File: config.mk
export PLATFORM = sky130hd
export DESIGN_NAME = alu_seq
export DESIGN_NICKNAME = d
export VERILOG_FILES = /design/src/rtl/alu_seq.sv
export SDC_FILE = /design/constraint.sdc
export NUM_CORES = 1
export LEC_CHECK = 0
export BUFFER_PORTS_ARGS = -buffer_cell sky130_fd_sc_hd__buf_4
export CAP_MARGIN = 20
export CELL_PAD_IN_SITES_DETAIL_PLACEMENT = 0
export CELL_PAD_IN_SITES_GLOBAL_PLACEMENT = 1
export CORE_MARGIN = 4
export CORE_UTILIZATION = 50
export DETAILED_ROUTE_END_ITERATION = 12
export PLACE_DENSITY = 0.94
export SLEW_MARGIN = 30
export SYNTH_ARGS = -nofsm -noshare
export SYNTH_HDL_FRONTEND = slang
export SYNTH_SLANG_ARGS = --single-unit
export TNS_END_PERCENT = 30
File: constraint.sdc
create_clock -name clk -period 8 [get_ports clk]
set_input_delay 0.4 -clock clk [delete_from_list [all_inputs] [get_ports clk]]
set_output_delay 0.4 -clock clk [all_outputs]
set_load 0.1 [all_outputs]
File: src/rtl/alu_seq.sv
// Handshaked ALU with a registered result and ZNCV flags: single-cycle logic/arith/shift ops
// plus an iterative shift-add multiplier that retires one multiplier bit per cycle.
module alu_seq #(
    parameter int WIDTH  = 32,
    parameter bit MUL_EN = 1'b1
) (
    input  logic             clk,
    input  logic             reset,
    input  logic             valid_i,
    output logic             ready_o,
    input  logic [3:0]       op_i,
    input  logic [WIDTH-1:0] rs_i,
    input  logic [WIDTH-1:0] rt_i,
    output logic             valid_o,
    input  logic             ready_i,
    output logic [WIDTH-1:0] result_o,
    output logic             zero_o,
    output logic             neg_o,
    output logic             carry_o,
    output logic             ovf_o,
    output logic             illegal_o
);

    localparam int SHW = $clog2(WIDTH);

    localparam logic [3:0] OP_OR   = 4'd0;
    localparam logic [3:0] OP_AND  = 4'd1;
    localparam logic [3:0] OP_ADD  = 4'd2;
    localparam logic [3:0] OP_SUB  = 4'd3;
    localparam logic [3:0] OP_SLT  = 4'd4;
    localparam logic [3:0] OP_SLTU = 4'd5;
    localparam logic [3:0] OP_SLL  = 4'd6;
    localparam logic [3:0] OP_SRL  = 4'd7;
    localparam logic [3:0] OP_SRA  = 4'd8;
    localparam logic [3:0] OP_MUL  = 4'd9;

    typedef enum logic [1:0] {
        ST_IDLE = 2'd0,
        ST_MUL  = 2'd1,
        ST_DONE = 2'd2
    } state_e;

    typedef struct packed {
        logic [WIDTH-1:0] res;
        logic             carry;
        logic             ovf;
        logic             illegal;
    } alu_out_t;

    // Single-cycle datapath; MUL only lands here when the multiplier is disabled.
    function automatic alu_out_t alu_eval(input logic [3:0] op, input logic [WIDTH-1:0] a,
                                          input logic [WIDTH-1:0] b);
        alu_out_t       r;
        logic [WIDTH:0] sum;
        logic [SHW-1:0] sh;
        r   = '0;
        sum = '0;
        sh  = b[SHW-1:0];
        case (op)
            OP_OR:   r.res = a | b;
            OP_AND:  r.res = a & b;
            OP_ADD: begin
                sum     = {1'b0, a} + {1'b0, b};
                r.res   = sum[WIDTH-1:0];
                r.carry = sum[WIDTH];
                r.ovf   = (a[WIDTH-1] == b[WIDTH-1]) && (sum[WIDTH-1] != a[WIDTH-1]);
            end
            OP_SUB: begin
                sum     = {1'b0, a} - {1'b0, b};
                r.res   = sum[WIDTH-1:0];
                r.carry = (a < b);
                r.ovf   = (a[WIDTH-1] != b[WIDTH-1]) && (sum[WIDTH-1] != a[WIDTH-1]);
            end
            OP_SLT:  r.res = {{(WIDTH-1){1'b0}}, ($signed(a) < $signed(b))};
            OP_SLTU: r.res = {{(WIDTH-1){1'b0}}, (a < b)};
            OP_SLL:  r.res = a << sh;
            OP_SRL:  r.res = a >> sh;
            OP_SRA:  r.res = $unsigned($signed(a) >>> sh);
            OP_MUL:  r.illegal = ~MUL_EN;
            default: r.illegal = 1'b1;
        endcase
        return r;
    endfunction

    state_e           state_q;
    logic             valid_q;
    logic [WIDTH-1:0] result_q;
    logic             zero_q, neg_q, carry_q, ovf_q, illegal_q;
    logic [WIDTH-1:0] mcand_q, mplier_q, acc_q;
    logic [SHW-1:0]   cnt_q;

    alu_out_t         alu_s;
    logic             accept_s;
    logic             mul_req_s;
    logic             mul_last_s;
    logic [WIDTH-1:0] acc_d;

    // Handshake and next-value helpers.
    always_comb begin
        ready_o    = (state_q == ST_IDLE) || ((state_q == ST_DONE) && ready_i);
        accept_s   = valid_i && ready_o;
        mul_req_s  = (op_i == OP_MUL) && (MUL_EN == 1'b1);
        alu_s      = alu_eval(op_i, rs_i, rt_i);
        mul_last_s = (cnt_q == SHW'(WIDTH - 1));
        acc_d      = acc_q + (mplier_q[cnt_q] ? (mcand_q << cnt_q) : {WIDTH{1'b0}});
    end

    // Control FSM with registered result, flags and multiplier state.
    always_ff @(posedge clk) begin
        if (reset) begin
            state_q   <= ST_IDLE;
            valid_q   <= 1'b0;
            result_q  <= '0;
            zero_q    <= 1'b0;
            neg_q     <= 1'b0;
            carry_q   <= 1'b0;
            ovf_q     <= 1'b0;
            illegal_q <= 1'b0;
            mcand_q   <= '0;
            mplier_q  <= '0;
            acc_q     <= '0;
            cnt_q     <= '0;
        end else begin
            case (state_q)
                ST_IDLE, ST_DONE: begin
                    if (accept_s && mul_req_s) begin
                        state_q  <= ST_MUL;
                        valid_q  <= 1'b0;
                        mcand_q  <= rs_i;
                        mplier_q <= rt_i;
                        acc_q    <= '0;
                        cnt_q    <= '0;
                    end else if (accept_s) begin
                        state_q   <= ST_DONE;
                        valid_q   <= 1'b1;
                        result_q  <= alu_s.res;
                        zero_q    <= (alu_s.res == {WIDTH{1'b0}});
                        neg_q     <= alu_s.res[WIDTH-1];
                        carry_q   <= alu_s.carry;
                        ovf_q     <= alu_s.ovf;
                        illegal_q <= alu_s.illegal;
                    end else if ((state_q == ST_DONE) && ready_i) begin
                        state_q <= ST_IDLE;
                        valid_q <= 1'b0;
                    end
                end
                ST_MUL: begin
                    acc_q <= acc_d;
                    cnt_q <= cnt_q + SHW'(1);
                    if (mul_last_s) begin
                        state_q   <= ST_DONE;
                        valid_q   <= 1'b1;
                        result_q  <= acc_d;
                        zero_q    <= (acc_d == {WIDTH{1'b0}});
                        neg_q     <= acc_d[WIDTH-1];
                        carry_q   <= 1'b0;
                        ovf_q     <= 1'b0;
                        illegal_q <= 1'b0;
                    end
                end
                default: begin
                    state_q <= ST_IDLE;
                    valid_q <= 1'b0;
                end
            endcase
        end
    end

    assign valid_o   = valid_q;
    assign result_o  = result_q;
    assign zero_o    = zero_q;
    assign neg_o     = neg_q;
    assign carry_o   = carry_q;
    assign ovf_o     = ovf_q;
    assign illegal_o = illegal_q;

endmodule

==> flow_summary.yaml, run 1 <==
placement:
  dp.cells: 3145
  dp_hpwl_mm: 71.0
  io_buffers: 110
  gp_congestion: 1.12
finish:
  nets: 2861
  areaGrowthSynthToFinish_pct: 8.36
  drive_gt1_share_pct: 12.8
  fin_util_pct: 54.8
  finalNonFillerCells: 3185
synth:
  yosys_warnings: 0
  synth_top_family_by_area: "compound AO/OA/AOI/OAI gates"
  synth_xor_xnor_area_share_pct: 2.21
  synthAdderAreaFrac_pct: 9.07
  yosysTopAreaCell: "dfxtp_1"
  syn_area_um2: 19000
  avgSynthCellArea_um2: 7.02
  netlist_instances: 2705
  ys_types: 94
  synth_edf_count: 0
  synth_seq_area_share_pct: 14.6
  yosys.cell_count.top_type: "nand2_1"
  synth_top_cell_area_share_pct: 14.6
  synthTopCellsByArea: "dfxtp_1, a21oi_1, ha_1, nand2_1, mux4_2"
  ys_top_cells_by_count: "nand2_1, a21oi_1, nor2_1"
  synth_compound_area_share_pct: 29.2
  yosys.area_share.simple_pct: 22.2
  synth_mux_area_share_pct: 15.2
  synth.ff_latch_count: 139
  synth_fp_nets: 2913
  synth-async-reset-ratio_pct: 0
  dominantRegCellSynth: "dfxtp_1"
global_routing:
  grt_pass1_vias: 20800
  grt_max_degree: 76
  track_usage_pct: 43.1
  antenna_found_initial: 10
  grt_pass1_wl_mm: 135
  grt-ovfl-total: 0
route:
  wl_met2_mm: 40.4
  met1Wirelength_mm: 33.9
  vias_per_cell: 6.94
  ant_nets: 0
  drcViolationCount: 0
  top_layer: "met5"
  drt_iter0_markers: 3093
  routed_wl_mm: 92.9
  firstDrtPassIters: 10
  wl_per_cell_um: 29.2
  met3_wirelength_mm: 10.1
  dr_total_vias: 22100
floorplanning:
  num_io_pins: 111
  rows: 71
  dieHeight_um: 203
  die_w_um: 203
  initial_core_util_pct: 50.6
  core_um2: 37600
  dieArea_um2: 41200
clock_network:
  post_cts_buffers: 0
  cts_resized: 0
  cts_tree: "yes"
  numCtsBuffers: 17
  clockBufferDepth: 2
  htree_levels: 4
  cts.sinks: 139
  clk-insertion-delay-late_ps: 440
  cts.clk_slew.worst_paths_ps: 70
  cts-root-buf: "clkbuf_16"
  cts-hold-fix-buffers: 0
setup_path:
  worstPathRequired_ps: 8350
  criticalPathCategory: "reg2reg"
  setup.worst_path.end_class: "flip-flop"
  worstPathMaxFanout: 39
  startpoint_type: "flip-flop"
  crit_cells: 16
  crit_buf_inv: 1
  cp_top_family: "compound AO/OA/AOI/OAI gates"
  slowest_stage: "dfxtp_2"
  ff2ff_path_depth: 16
  timing.critical_path.cells: "clkinv_1 > a21oi_1 > nor2_1 > a21oi_1 > nor2_1 > ha_1 > a2111o_1 > o21a_1 > o41ai_2 > xnor2_1 > nand2b_1 > or4_1 > nor4_1 > and4_1 > a31oi_1 > o31ai_2"
  arrival_ps: 6550
  slowest_delay_ps: 910
timing:
  hold_viol_final: 0
  tightest_slew_ps: 1120
  finalSetupViolCount: 0
  finClkSkew_ps: 8.18
  rsz0062_at_grt: "no"
  holdWs_ps: 187
  finalCritPeriodShare_pct: 77.5
  max_freq_mhz: 161
  maxSlewViolCount: 0
  period_minus_slack_ps: 6200
  tns_ps: 0
  slew_headroom_pct: 25.1
power:
  p_int_uw: 1510
  powerDensity_nw_per_um2: 127
  ir_drop_v: 0.000149
  switching_share_pct: 42.0
  total_power_uw: 2600
  power_frac_clock_pct: 31.8
  p_leak_uw: 0.00824
  combinationalPowerShare_pct: 40.5
  seq_power_share_pct: 27.6
  switchingPower_uw: 1090
min_path:
  holdPathStages: 2
  hold_class: "in2reg"
run_status:
  status: "complete, no violations"
job:
  max_cap_viol_count: 0
[power groups by stage]
stage / sequential [µW] / combinational (µW) / clock, µW
2_1_floorplan: 817 / 578 / 0
3_3_place_gp: 735 / 1000 / 0
3_5_place_dp: 736 / 1010 / 0
4_1_cts: 720 / 1010 / 832
5_1_grt: 722 / 1090 / 862
6_report: 720 / 1060 / 828
[final timing paths]
| check | start | endpoint | slack [ps] |
|---|---|---|---|
| setup / recovery | cnt_q[0] | zero_o | 1800 |
| hold / removal | reset | result_o[20] | 190 |
| setup reg to reg | cnt_q[0] | zero_o | 1800 |
| hold reg to reg | result_o[9] | result_o[9] | 450 |
[state kept, by name, indices dropped and copies added, names as in the netlist]
| signal | cells |
|---|---|
| acc_q | 32 |
| cnt_q | 5 |
| ovf_o | 1 |
| illegal_o | 1 |
| mcand_q | 32 |
| mplier_q | 32 |
| state_q | 2 |
| zero_o | 1 |
| carry_o | 1 |
| result_o | 32 |
[metal layers]
metal	global-route usage [%]	vias up
met5	0.833	-
met4	30.5	4
met3	11.5	436
met2	67.2	1520
met1	51.4	10400
li1	-	9776
[metrics by stage]
stage / worst slack [ps] / cell area, µm²
2_1_floorplan: 2850 / 19000
3_3_place_gp: 2020 / 19900
3_5_place_dp: 1940 / 19900
4_1_cts: 1890 / 20600
5_1_grt: 1270 / 20600
6_report: 1800 / 20600
[cells in the final DEF (no fill, tap or decap), drive strengths merged, types with 10 or more instances in the layout]
cell type	Yosys	final
a211o	10	10
a211oi	44	44
a21o	29	29
a21oi	339	339
a221oi	13	13
a22oi	13	13
a311oi	16	16
a31oi	26	26
and2	16	16
and3	11	11
buf	65	155
clkbuf	161	20
dfxtp	139	139
ha	133	133
inv	119	125
mux2	66	66
mux2i	95	95
mux4	53	53
nand2	395	395
nand2b	21	21
nand3	80	80
nand4	22	22
nor2	252	252
nor2b	26	26
nor3	54	54
nor4	17	17
o211a	15	15
o211ai	45	45
o21a	13	13
o21ai	143	143
o21bai	12	12
o221ai	10	10
o22ai	27	27
o311ai	12	12
o31ai	11	11
o32ai	10	10
or3	13	13
xnor2	34	34
xor2	14	14
[kinds of logic (layout without fill, tap and decap cells)]
family	Yosys count	in the layout
AO/OA/AOI/OAI	871	871
XOR/XNOR	48	48
adder cells (fa/ha/maj)	136	136
buffers and inverters	349	310
flip-flops	139	139
multiplexers	214	214
other	0	8
AND/OR/NAND/NOR	948	948
[final cells by class]
type / instances / area, µm²
Antenna cell: 8 / 20.0
Inverter: 123 / 462
Tap cell: 511 / 639
Clock buffer: 20 / 457
Timing Repair Buffer: 155 / 1180
Clock inverter: 12 / 153
Fill cell: 3669 / 17000
Multi-Input combinational cell: 2217 / 14900
Sequential cell: 139 / 2790
(Power assumes the default switching activity.)
==> run 2, diff against run 1 <==
- ABC_AREA: default -> 1
- CORE_UTILIZATION: 50 -> 43
- PLACE_DENSITY: 0.94 -> 0.89
- clock period: 8 -> 6.3 ns (I/O delays scaled with it)
==> flow_summary.yaml, run 2 <==
run_status:
  status: "complete, no violations"
route:
  firstDrtPassIters: 7
  dr_total_vias: 24200
  drcViolationCount: 0
  ant_nets: 0
  routed_wl_mm: 94.5
  vias_per_cell: 5.93
  wl_per_cell_um: 23.2
  drt_iter0_markers: 3921
timing:
  period_minus_slack_ps: 4540
  tns_ps: 0
  finalSetupViolCount: 0
  finClkSkew_ps: 14.8
  holdWs_ps: 153
  finalCritPeriodShare_pct: 72.1
  max_freq_mhz: 220
  tightest_slew_ps: 923
  slew_headroom_pct: 37.7
  maxSlewViolCount: 0
  hold_viol_final: 0
  rsz0062_at_grt: "no"
  worst_slack_ps: 1760
global_routing:
  grt_max_degree: 100
  track_usage_pct: 38.2
  grt_pass1_vias: 20800
  grt-ovfl-total: 0
  antenna_found_initial: 3
  grt_pass1_wl_mm: 136
setup_path:
  criticalPathCategory: "reg2reg"
  startpoint_type: "flip-flop"
  worstPathMaxFanout: 52
  setup.worst_path.end_class: "flip-flop"
  slowest_stage: "o21ai_0"
  cpMostUsedCell: "nand2_1"
  worstPathRequired_ps: 6650
  arrival_ps: 4890
  slowest_delay_ps: 630
  ff2ff_path_depth: 25
synth:
  yosysTopAreaCell: "nand2_1"
  yosys.cell_count.top_type: "nand2_1"
  synth_fp_nets: 3702
  synth-async-reset-ratio_pct: 0
  yosys_warnings: 0
  synth.ff_latch_count: 139
  netlist_instances: 3494
  avgSynthCellArea_um2: 5.43
  synth_edf_count: 0
  dominantRegCellSynth: "dfxtp_1"
  syn_area_um2: 19000
  ys_top_cells_by_count: "nand2_1, nand3_1, inv_1"
  ys_types: 52
  synth_seq_area_share_pct: 14.7
  synthTopCellsByArea: "nand2_1, nand3_1, dfxtp_1, ha_1, inv_1"
  synth_top_cell_area_share_pct: 20.5
placement:
  io_buffers: 110
  dp.cells: 4044
  gp_congestion: 1.10
  dp_hpwl_mm: 77.7
  dp_slack_ps: 1940
power:
  powerDensity_nw_per_um2: 161
  combinationalPowerShare_pct: 39.8
  p_int_uw: 1800
  power_frac_clock_pct: 31.9
  switching_share_pct: 45.3
  seq_power_share_pct: 28.3
  ir_drop_v: 0.000166
  p_leak_uw: 0.0104
  switchingPower_uw: 1500
floorplanning:
  num_io_pins: 111
  initial_core_util_pct: 43.7
  dieArea_um2: 47500
  die_w_um: 218
  core_um2: 43400
  dieHeight_um: 218
  rows: 76
min_path:
  hold_class: "in2reg"
  holdPathStages: 3
clock_network:
  post_cts_buffers: 0
  numCtsBuffers: 17
  cts_tree: "yes"
  cts-root-buf: "clkbuf_16"
  clk-insertion-delay-late_ps: 460
  cts.clk_slew.worst_paths_ps: 70
  htree_levels: 4
  cts-hold-fix-buffers: 0
  cts_resized: 0
  clockBufferDepth: 2
  cts.sinks: 139
finish:
  areaGrowthSynthToFinish_pct: 8.34
  nets: 3687
  finalNonFillerCells: 4078
  drive_gt1_share_pct: 7.10
  fin_util_pct: 47.4
  fill_cells: 4941
  layout_commonest_cell: "nand2_1"
  final_cell_mix: "nand2_1, nand3_1, inv_1, nor2_1, a21oi_1"
job:
  max_cap_viol_count: 0
==> run 2: cell count changes in the layout (fill, tap and decap cells not counted), sizes merged, moves of 53 or more <==
cell	change
mux4	-53
nand2	+658
inv	+276
nand3	+505
mux2i	-91
mux2	-66
nor2	+64
a21oi	-102
o21ai	+72
==> run 2: final cells by class <==
type                            count  area [µm²]  share of cell area, %
Antenna cell                        1        2.50                 0.0122
Inverter                          395        1490                   7.26
Timing Repair Buffer              139        1060                   5.18
Sequential cell                   139        2780                   13.6
Tap cell                          585         732                   3.56
Multi-Input combinational cell   2787       13900                   67.6
Clock buffer                       18         439                   2.14
Clock inverter                     14         149                  0.725
==> run 2: critical path: cells and delay by family, from the launching register on <==
| family | cells | cell delay [ps] |
|---|---|---|
| flops | 1 | 350 |
| xor+xnor | 1 | 340 |
| simple gates | 19 | 2080 |
| compound gates | 2 | 840 |
| buf+inv | 2 | 500 |
| fa+ha+maj | 1 | 300 |
==> run 2: path summary, 6_finish.rpt <==
| check | from | endpoint | slack [ps] |
|---|---|---|---|
| max | cnt_q[0] | zero_o | 1760 |
| max reg2reg | cnt_q[0] | zero_o | 1760 |
| min | rt_i[8] | mplier_q[8] | 150 |
| min reg2reg | result_o[1] | result_o[1] | 470 |
==> run 2: per-stage QoR <==
step	power, µW	area (µm²)
final	3300	20500
after detailed placement	2210	19900
after global placement	2220	19900
after floorplan	1790	19000
after CTS	3250	20500
after global routing	3420	20500
==> run 2: routing by layer <==
| layer | GRT usage [%] | part of all wire, % | vias to the layer above |
|---|---|---|---|
| met5 | 0 | 0.026 | - |
| met4 | 13.0 | 4.3 | 4 |
| met3 | 10.5 | 13 | 167 |
| met2 | 51.1 | 38 | 1539 |
| met1 | 57.7 | 45 | 11000 |
| li1 | - | - | 11400 |
==> run 2: power groups by stage <==
stage	sequential [µW]	combinational [µW]	clock, µW
CTS	935	1260	1050
floorplan	1100	695	0
global placement	954	1260	0
global route	937	1390	1080
finish	935	1310	1050
detailed placement	954	1260	0
==> run 2: logic make-up after synthesis <==
logic type	synth area share, %
adders and majority gates	9.10
and+or+nand+nor	46.3
xor gates and xnor gates	1.02
DFF	14.7
muxes	0.211
buffers and inverters	12.3
AOI/OAI and AO/OA	16.5
